--- config.mk ---
export PLATFORM = sky130hd
export DESIGN_NAME = spi_frame_writer
export DESIGN_NICKNAME = d
export VERILOG_FILES = /design/src/rtl/spi_frame_writer.sv
export SDC_FILE = /design/constraint.sdc
export NUM_CORES = 1
export LEC_CHECK = 0
export ABC_AREA = 1
export CORE_ASPECT_RATIO = 2
export CORE_MARGIN = 3
export CORE_UTILIZATION = 53
export DETAILED_ROUTE_END_ITERATION = 10
export GPL_ROUTABILITY_DRIVEN = 0
export PLACE_DENSITY = 0.83
export SYNTH_ARGS = -nofsm -noshare
export SYNTH_HDL_FRONTEND = slang
export SYNTH_SLANG_ARGS = --single-unit
--- constraint.sdc ---
create_clock -name clk -period 4.3 [get_ports clk]
set_clock_uncertainty 0.2 [all_clocks]
set_input_delay 0.645 -clock clk [delete_from_list [all_inputs] [get_ports clk]]
set_output_delay 0.645 -clock clk [all_outputs]
set_load 0.05 [all_outputs]
--- src/rtl/spi_frame_writer.sv ---
// spi_frame_writer: brings RGB565 words from the SPI slave into the clk domain and
// writes them sequentially into a double-buffered frame RAM. It owns the pixel
// address, frame completion, bank swapping and the abort on chip-select release.
module spi_frame_writer #(
  parameter int WIDTH  = 64,
  parameter int HEIGHT = 32,
  parameter int ADDR_W = 11
) (
  input  logic              clk,
  input  logic              reset_n,
  input  logic [15:0]       spi_data,
  input  logic              spi_word_strobe,
  input  logic              spi_cs_n,
  output logic              wr_en,
  output logic [ADDR_W:0]   wr_addr,
  output logic [15:0]       wr_data,
  output logic              display_bank,
  output logic              frame_done,
  output logic              partial_frame
);

  localparam logic [ADDR_W-1:0] LAST_PIX = ADDR_W'(WIDTH * HEIGHT - 1);

  // strobe synchroniser idles low, chip-select synchroniser idles high (deselected)
  logic [1:0]        strb_sync_q;
  logic              strb_hist_q;
  logic [1:0]        cs_sync_q;
  logic              cs_hist_q;

  logic [ADDR_W-1:0] pix_q, pix_d;
  logic              wbank_q, wbank_d;
  logic              dbank_q, dbank_d;
  logic              wr_en_q, wr_en_d;
  logic [ADDR_W:0]   wr_addr_q, wr_addr_d;
  logic [15:0]       wr_data_q, wr_data_d;
  logic              frame_done_q, frame_done_d;
  logic              partial_q, partial_d;

  logic              word_ev;
  logic              rel_ev;

  assign word_ev = strb_sync_q[1] & ~strb_hist_q;
  assign rel_ev  = cs_sync_q[1] & ~cs_hist_q;

  // Synchronise the asynchronous strobe and chip select and keep one cycle of history for edge detection
  always_ff @(posedge clk or negedge reset_n) begin
    if (!reset_n) begin
      strb_sync_q <= 2'b00;
      strb_hist_q <= 1'b0;
      cs_sync_q   <= 2'b11;
      cs_hist_q   <= 1'b1;
    end else begin
      strb_sync_q <= {strb_sync_q[0], spi_word_strobe};
      strb_hist_q <= strb_sync_q[1];
      cs_sync_q   <= {cs_sync_q[0], spi_cs_n};
      cs_hist_q   <= cs_sync_q[1];
    end
  end

  // Next-state: write the word first, then let a release abort whatever partial frame remains
  always_comb begin
    pix_d        = pix_q;
    wbank_d      = wbank_q;
    dbank_d      = dbank_q;
    wr_en_d      = 1'b0;
    wr_addr_d    = wr_addr_q;
    wr_data_d    = wr_data_q;
    frame_done_d = 1'b0;
    partial_d    = 1'b0;
    if (word_ev) begin
      wr_en_d   = 1'b1;
      wr_addr_d = {wbank_q, pix_q};
      wr_data_d = spi_data;
      if (pix_q == LAST_PIX) begin
        pix_d        = '0;
        wbank_d      = ~wbank_q;
        dbank_d      = ~dbank_q;
        frame_done_d = 1'b1;
      end else begin
        pix_d = pix_q + ADDR_W'(1);
      end
    end
    // a frame completed by a same-cycle word leaves pix at 0, so no abort is reported
    if (rel_ev && (pix_d != '0)) begin
      pix_d     = '0;
      partial_d = 1'b1;
    end
  end

  // Register write state and all outputs
  always_ff @(posedge clk or negedge reset_n) begin
    if (!reset_n) begin
      pix_q        <= '0;
      wbank_q      <= 1'b0;
      dbank_q      <= 1'b1;
      wr_en_q      <= 1'b0;
      wr_addr_q    <= '0;
      wr_data_q    <= '0;
      frame_done_q <= 1'b0;
      partial_q    <= 1'b0;
    end else begin
      pix_q        <= pix_d;
      wbank_q      <= wbank_d;
      dbank_q      <= dbank_d;
      wr_en_q      <= wr_en_d;
      wr_addr_q    <= wr_addr_d;
      wr_data_q    <= wr_data_d;
      frame_done_q <= frame_done_d;
      partial_q    <= partial_d;
    end
  end

  assign wr_en         = wr_en_q;
  assign wr_addr       = wr_addr_q;
  assign wr_data       = wr_data_q;
  assign display_bank  = dbank_q;
  assign frame_done    = frame_done_q;
  assign partial_frame = partial_q;

endmodule

==> out/metrics.yaml <==
period_minus_slack_ps: 2560
antenna_cells: 0
floorplan.initialDensity_pct: 55.8
r2r_start: "strb_hist_q"
ctsResizeCount: 0
p_per_area_nw_per_um2: 434
fin_crit_sh_pct: 59.5
path_max_fanout: 41
syn_nets: 267
leakagePower_uw: 0.00135
antenna_found_initial: 0
synthFlopType: "dfrtp_1"
maxCapViolations: 0
fin_ws_ps: 1740
chipWidth_um: 51.4
hold_viol: 0
min_path_type: "reg -> reg"
async_flop_share_pct: 100
worstSetupStartpoint: "strb_hist_q"
clk_pin_slew_worst_paths_ps: 80
die_h_um: 96.9
dp_slack_ps: 1770
area_growth_pct: 29.0
cts_tree: "built"
power_uw: 1230
clock_sinks: 50
drc: 0
synth_seq_cells: 50
via_per_inst: 4.91
max_slew.worst_pin.slew_ps: 1150
status: "complete, no violations"
coreArea_um2: 3920
die-area_um2: 4980
num_vias: 1709
synth_edf_count: 0
reg2reg_depth: 9
wl_per_cell_um: 12.4
grt_pass1_wl_um: 7420
h-tree-depth: 2
dpl.hpwl_um: 3220
grt_max_degree: 51
drive_gt1_share_pct: 12.1
post-cts-setup-buffers: 0
rsz0062_at_grt: "false"
tns_ps: 0
final_antenna_net_count: 0
drtPass1Iterations: 4
synth_area_leaders: "dfrtp_1, nand2_1, dfstp_2, a21oi_2, inv_1"
clock_latency_ps: 300
ir_worst_vdd_uv: 324
ios: 52
grt_use_total_pct: 19.4
io_buffers: 51
yosysMostFrequentCell: "nand2_1"
cts_buffer_depth: 2
synth_cell_type_count: 27
cts_buffers: 5
grt_overflow_total: 0
seq_area_frac_synth_pct: 57.4
totalWireLength_um: 4300
fin_nets: 317
rows: 32
r2r-end: "pix_q[0]"
crit_end: "pix_q[0]"
regToRegSetupSlack_ps: 1740
avgSynthCellArea_um2: 8.90
cts_hold_buffers: 0
cts_root_buf: "clkbuf_8"
yosysTopAreaCell: "dfrtp_1"
drt-initial-drc-count: 23
drv_slew: 0
yosysWarningCount: 0
worst-setup-path-type: "reg -> reg"
worstPathRequired_ps: 4320
synthesis.area_um2: 2190
worstPathArrival_ps: 2570
start_kind: "flip-flop"
fmax_ghz: 0.391
grt_pass1_vias: 1683
relSlewSlack_pct: 23.0
synth_common_cells: "nand2_1, dfrtp_1, inv_1"
yosys.area.top_type_share_pct: 52.6
worstSetupEndpointType: "flip-flop"
setup_viol: 0
netlist_instances: 246
==> area by class of cell <==
| class | count | area [µm²] |
|---|---|---|
| timing repair buffer | 51 | 505 |
| inverter | 22 | 82.6 |
| tap | 51 | 63.8 |
| sequential | 50 | 1260 |
| fill | 325 | 1100 |
| multi-input combinational | 166 | 810 |
| clock buffer | 7 | 76.3 |
| clock inverter | 1 | 30.0 |
==> cell families after synthesis <==
family | share of synthesized area [%]
buffers and inverters | 5.60
AOI/OAI and AO/OA | 6.23
and+or+nand+nor | 28.6
xor gates and xnor gates | 1.60
adders and majority gates | 0.572
DFF | 57.4
==> layer usage <==
metal	GRT usage [%]	share of wire (%)
met1	20.8	38
met2	34.4	55
met3	4.16	4.2
met4	8.89	2.4
met5	0	0
==> critical path, stage by stage (launching register included) <==
cell     delay [ps]
dfrtp_1         420
inv_2            80
nand2_2         420
nor2_8          310
nand3_4         140
nand2_1         120
nand3_1         100
nor2_1          140
nand3_2         300
a21oi_1         240
==> flip-flops by register name (all words and copies together) (netlist names) <==
name,cells
wr_data,16
wr_addr,12
pix_q,11
cs_sync_q,2
strb_sync_q,2
cs_hist_q,1
display_bank,1
frame_done,1
partial_frame,1
strb_hist_q,1
wbank_q,1
wr_en,1
==> power by group <==
part           leakage, µW  switching (µW)  internal [µW]
logic             0.000658             244            115
registers         0.000643            33.8            519
clock network    0.0000524             140            174
total              0.00135             418            808
==> placed cells by master (no fill, tap or decap) <==
master	count
a21oi_2	9
clkbuf_1	2
a21boi_0	1
xor2_1	3
nand4_2	1
o21ai_0	8
nand2_1	102
dfstp_2	4
nor2_4	2
nand3_2	1
xnor2_1	1
clkbuf_8	5
nand3_1	11
clkdlybuf4s50_1	50
nor3_1	2
nand2_2	3
bufinv_16	1
nor2_1	12
nand4_1	2
dfrtp_1	46
buf_2	1
nor2_2	3
nand3_4	1
inv_1	18
inv_2	4
a21oi_1	2
nor2_8	1
ha_1	1
==> worst min path at each step <==
| stage | startpoint | endpoint | slack (ps) | depth (start not counted) |
|---|---|---|---|---|
| floorplan | strb_sync_q[0] | strb_sync_q[1] | 130 | 0 |
| global placement | strb_sync_q[0] | strb_sync_q[1] | 130 | 0 |
| detailed placement | strb_sync_q[0] | strb_sync_q[1] | 140 | 0 |
| CTS | cs_sync_q[0] | cs_sync_q[1] | 160 | 0 |
| global route | cs_sync_q[0] | cs_sync_q[1] | 170 | 0 |
| finish | cs_sync_q[0] | cs_sync_q[1] | 160 | 0 |
==> metrics by stage <==
stage               instance area [µm²]  util, %  hold slack [ps]  instances
floorplan                          2190        -              131        246
finish                             2820     72.0              161        348
global placement                   2720     69.3              134        340
global route                       2820     72.0              169        348
detailed placement                 2720     69.3              144        340
CTS                                2820     72.0              163        348
No activity file was read; power rests on OpenSTA's default activity.
